==> src/rtl/svc_delay_rv.sv <==
// svc_delay_rv: ready/valid delay pipeline with bubble collapse.
// Each beat leaves no earlier than CYCLES clocks after acceptance.
module svc_delay_rv #(
  parameter int CYCLES = 3,
  parameter int WIDTH  = 8
) (
  input  logic             clk,
  input  logic             rst_n,
  input  logic             s_valid,
  input  logic [WIDTH-1:0] s_data,
  output logic             s_ready,
  output logic             m_valid,
  output logic [WIDTH-1:0] m_data,
  input  logic             m_ready
);

  logic [CYCLES-1:0] v;
  logic [WIDTH-1:0]  d [CYCLES];
  logic [CYCLES-1:0] adv;

  // advance chain: a stage moves if empty or the stage ahead moves
  always_comb begin
    adv = '0;
    adv[CYCLES-1] = !v[CYCLES-1] | m_ready;
    for (int i = CYCLES - 2; i >= 0; i--) begin
      adv[i] = !v[i] | adv[i+1];
    end
  end

  // stage registers: load from the stage behind when advancing
  always_ff @(posedge clk or negedge rst_n) begin
    if (!rst_n) begin
      v <= '0;
      for (int i = 0; i < CYCLES; i++) begin
        d[i] <= '0;
      end
    end else begin
      if (adv[0]) begin
        v[0] <= s_valid;
        d[0] <= s_data;
      end
      for (int i = 1; i < CYCLES; i++) begin
        if (adv[i]) begin
          v[i] <= v[i-1];
          d[i] <= d[i-1];
        end
      end
    end
  end

  assign s_ready = adv[0];
  assign m_valid = v[CYCLES-1];
  assign m_data  = d[CYCLES-1];

endmodule
==> config.mk <==
export PLATFORM = sky130hd
export DESIGN_NAME = svc_delay_rv
export DESIGN_NICKNAME = d
export VERILOG_FILES = /design/src/rtl/svc_delay_rv.sv
export SDC_FILE = /design/constraint.sdc
export NUM_CORES = 1
export LEC_CHECK = 0
export BUFFER_PORTS_ARGS = -buffer_cell sky130_fd_sc_hd__clkbuf_2
export CORE_AREA = 2 2 70 72
export DETAILED_ROUTE_END_ITERATION = 8
export DIE_AREA = 0 0 72 74
export GPL_TIMING_DRIVEN = 0
export PLACE_DENSITY_LB_ADDON = 0.1
export SYNTH_ARGS = -nofsm -noshare
export SYNTH_HDL_FRONTEND = slang
export SYNTH_SLANG_ARGS = --single-unit
==> constraint.sdc <==
create_clock -name clk -period 1.31 [get_ports clk]
set_clock_uncertainty 0.2 [all_clocks]
set_input_delay 0.1965 -clock clk [delete_from_list [all_inputs] [get_ports clk]]
set_output_delay 0.1965 -clock clk [all_outputs]
set_load 0.03 [all_outputs]
# Yosys cells after proc, flatten, opt, wreduce, memory -nomap -nowiden
# Index checks and enable logic that the tools add are counted.
dict set report totals {
  register_bits 27
  output_inout_bits 10
  word_cells 12
}
dict set report op_classes {
  bitwise_logic 3
  reduce_logical 3
}
# op count
set ops {}
lappend ops {{$logic_not A1 Y1} 3}
lappend ops {{$or A1 B1 Y1} 3}

# Longest topological paths before layout
dict set report depth {
  ltp_word 4
  depth_mapped 3
}

# Least setup slack after synthesis
# No wires, ideal clock.
dict set report synth_path {
  kind {register to register}
  from {register v[2]}
  to {register d[16] (netlist name)}
  setup_time_ns 0.125
  arrival_ns 1.197
  required_time_ns 0.985
  slack_ns -0.212
  path_stages_with_launch 4
  synth_period_minus_slack_ns 1.522
  cell_sequence {dfrtp_1 > nand4b_1 > buf_6 > mux2_4}
}
dict set report synth_via {
  elab_chain_len 4
}
# element line
set synth_lines {}
lappend synth_lines {{start, declared} 17} ;# logic [CYCLES-1:0] v;
lappend synth_lines {{start signal, assigned by index} 44} ;# v[i] <= v[i-1];
lappend synth_lines {{$logic_not A1 Y1} 24} ;# adv[CYCLES-1] = !v[CYCLES-1] | m_ready;
lappend synth_lines {{$or A1 B1 Y1} 24}
lappend synth_lines {{$or A1 B1 Y1 (2 in series)} 26} ;# adv[i] = !v[i] | adv[i+1];
lappend synth_lines {{named net s_ready} 11} ;# output logic s_ready,
lappend synth_lines {{end signal, assigned by index} 45} ;# d[i] <= d[i-1];
lappend synth_lines {{end, declared} 18} ;# logic [WIDTH-1:0] d [CYCLES];
# The timed path passes the listed nets, and every way through them passes these cells.
# A chain may end at the register's enable or synchronous reset.

# Worst setup path after layout
dict set report layout_path {
  from {register v[2]}
  to {output port s_ready}
}
dict set report layout_via {
  elab_chain_len 4
}
# element line
set layout_lines {}
lappend layout_lines {{$logic_not A1 Y1} 24}
lappend layout_lines {{$or A1 B1 Y1} 24}
lappend layout_lines {{$or A1 B1 Y1 (2 in series)} 26}
lappend layout_lines {{end, declared} 11}
# Every way passes these cells.

==> impl_metrics.csv <==
group,metric,value,unit
global_route,antenna_found_initial,0,
synthesis,synth-seq-cells,27,
cts,cts_max_level,1,
run,drv_cap,0,
timing,report.final.slew_viol_count,0,
critical_path,r2r_end,"d[22]$_DFFE_PN0P_",
timing,timing.fmax,678,MHz
critical_path,r2r_slack,-0.14,ns
global_route,grt_pass1_wl,3.44,mm
synthesis,synth_cell_types,10,
final_layout,fillers,451,
final_layout,post-route-util,0.347,
placed_design,dp_slack,-0.101,ns
synthesis,syn-cell-area,0.00111,mm2
synthesis,syn-instance-count,67,
critical_path,path_class,"reg2out",
synthesis,synth.avg_cell_area,16.5,um2
timing,rsz0062_at_grt,"yes",
critical_path,arrival,1.08,ns
cts,clk_pin_slew,0.09,ns
critical_path,critPathMaxFanout,4,
power,ir_drop,0.406,mV
critical_path,worstPathRequired,0.91,ns
global_route,grt_pass1_vias,714,
timing,fin_ws,-0.164,ns
global_route,grt-ovfl-total,0,
drt,wl,1.94,mm
drt,drcViolationCount,0,
final_layout,layout_commonest_cell,"dfrtp_1",
critical_path,rr_startpoint,"v[2]$_DFFE_PN0P_",
drt,via_per_inst,3.89,
placed_design,placed_area,0.00129,mm2
global_route,grt_max_degree,28,
power,leakage,0.746,nW
final_layout,fin_nets,119,
drt,vias,623,
synthesis,syn-num-nets,79,
drt,drtAntennaViolNets,0,
timing,slew_headroom,0.587,
final_layout,final_cell_area,0.00159,mm2
hold_path,hp-class,"in2reg",
placed_design,dp.cells,142,
critical_path,crit_path_start_kind,"register",
timing,final.period_utilization,1.13,
floorplanning,fp.dieArea,0.00533,mm2
global_route,grt_usage,0.0867,
power,power_density,1380,mW/mm2
floorplanning,ioPinCount,22,
floorplanning,rows,25,
outcome,violations,"setup timing",
critical_path,critPathLaunch,"v[2]$_DFFE_PN0P_",
cts,cts_root_buffer,"clkbuf_8",
floorplanning,design.core.area,0.00460,mm2
synthesis,seq_area_frac_synth,0.609,
timing,setup_viol,25,
placed_design,place.gp.congestion,0.602,
final_layout,area_growth_syn_to_layout,43.8,%
timing,period_needed,1.47,ns
synthesis,ys_warn_count,0,
power,total_power,0.00221,W
timing,worst_pin_slew,0.620,ns
critical_path,worstSetupEndpoint,"s_ready",
drt,drtIter0Drc,5,
critical_path,reg2reg_depth,4,
cts,clockBufferDepth,2,
drt,first_pass_iters,2,
cts,clk-insertion-delay-late,0.27,ns
cts,cts_sinks,27,
final_layout,num_antenna_cells,0,
drt,wl_per_cell,12.2,um
cts,numCtsBuffers,3,
outcome,status,"complete, but fails checks",
placed_design,dp_hpwl,1.20,mm
floorplanning,fp.dieW,72,um
floorplanning,die-height,74,um
floorplanning,start_util,0.241,
critical_path,critPathCaptureType,"output port",
cts,cts_tree,"yes",
placed_design,port_buffers,21,
timing,final-hold-violation-count,0,
final_layout,layout_common_cells,"26 x dfrtp_1, 13 x mux2_1, 11 x mux2_4",
final_layout,layout-drive-gt1-share,0.491,
final_layout,final_cells,160,
-- worst max-delay path, stage by stage, from the launching register on --
cell and delay, ns:
dfrtp_2 0.42, nand4b_1 0.12, buf_6 0.15, buf_8 0.13
-- where the power goes --
part | internal (W) | leakage, nW | switching [W]
clock | 0.000218 | 0.0228 | 0.000254
sequential | 0.000963 | 0.311 | 0.0000733
combinational | 0.000420 | 0.413 | 0.000277
-- synth_stat cells --
cell	instances	share of area
dfrtp_1	27	0.61
mux2_1	16	0.16
buf_4	9	0.061
mux2_4	8	0.11
nand2b_1	2	0.011
buf_6	1	0.010
nand3b_4	1	0.018
nand4b_1	1	0.0079
nor2b_1	1	0.0056
or2_1	1	0.0056
-- sequential cells by signal (all words and copies together) (netlist names) --
register  cells
v             3
d            16
m_data        8
-- worst min path at each step --
stage,slack (ns),cells after the start,startpoint,endpoint
floorplan,-0.30,0,rst_n,d[10]$_DFFE_PN0P_
global placement,0.07,1,rst_n,m_data[4]$_DFFE_PN0P_
detailed placement,0.09,1,rst_n,m_data[4]$_DFFE_PN0P_
CTS,0.16,3,m_ready,v[1]$_DFFE_PN0P_
global route,0.19,3,m_ready,v[1]$_DFFE_PN0P_
finish,0.17,3,m_ready,v[1]$_DFFE_PN0P_
-- repair_timing --
action | 4_1_cts | 5_1_grt
hold endpoints to repair | 36 | 0
resized for setup | 24 | 14
hold buffers | 10 | 0
setup buffers | 6 | 1
pin swaps | 0 | 1
setup endpoints to repair | 26 | 59
-- cell type report --
cell class	count	area [um2]	area share
Sequential cell	27	677	0.425
Multi-Input combinational cell	30	368	0.231
Timing Repair Buffer	38	358	0.224
Buffer	7	78.8	0.0495
Tap cell	54	67.6	0.0424
Clock buffer	4	45.0	0.0283
-- metal layers --
| layer | up-vias | GRT usage | part of all wire |
|---|---|---|---|
| li1 | 296 | - | - |
| met1 | 315 | 0.101 | 0.44 |
| met2 | 10 | 0.150 | 0.52 |
| met4 | 0 | 0.0440 | 0.012 |
| met3 | 2 | 0.0217 | 0.029 |
| met5 | - | 0 | 0 |
-- cell families (layout without fill, tap and decap cells) --
group | count (synthesis) | in the layout | share of synthesized area
and+or+nand+nor | 6 | 6 | 0.0485
muxes | 24 | 24 | 0.271
DFF | 27 | 27 | 0.609
buffers and inverters | 10 | 49 | 0.0711
-- through the flow --
step,hold WS [ns],setup TNS [ns]
floorplan,-0.299,-1.87
global placement,0.0670,-1.14
detailed placement,0.0905,-1.10
CTS,0.160,-2.51
global route,0.189,-3.51
finish,0.168,-1.81
(Power assumes the default switching activity.)
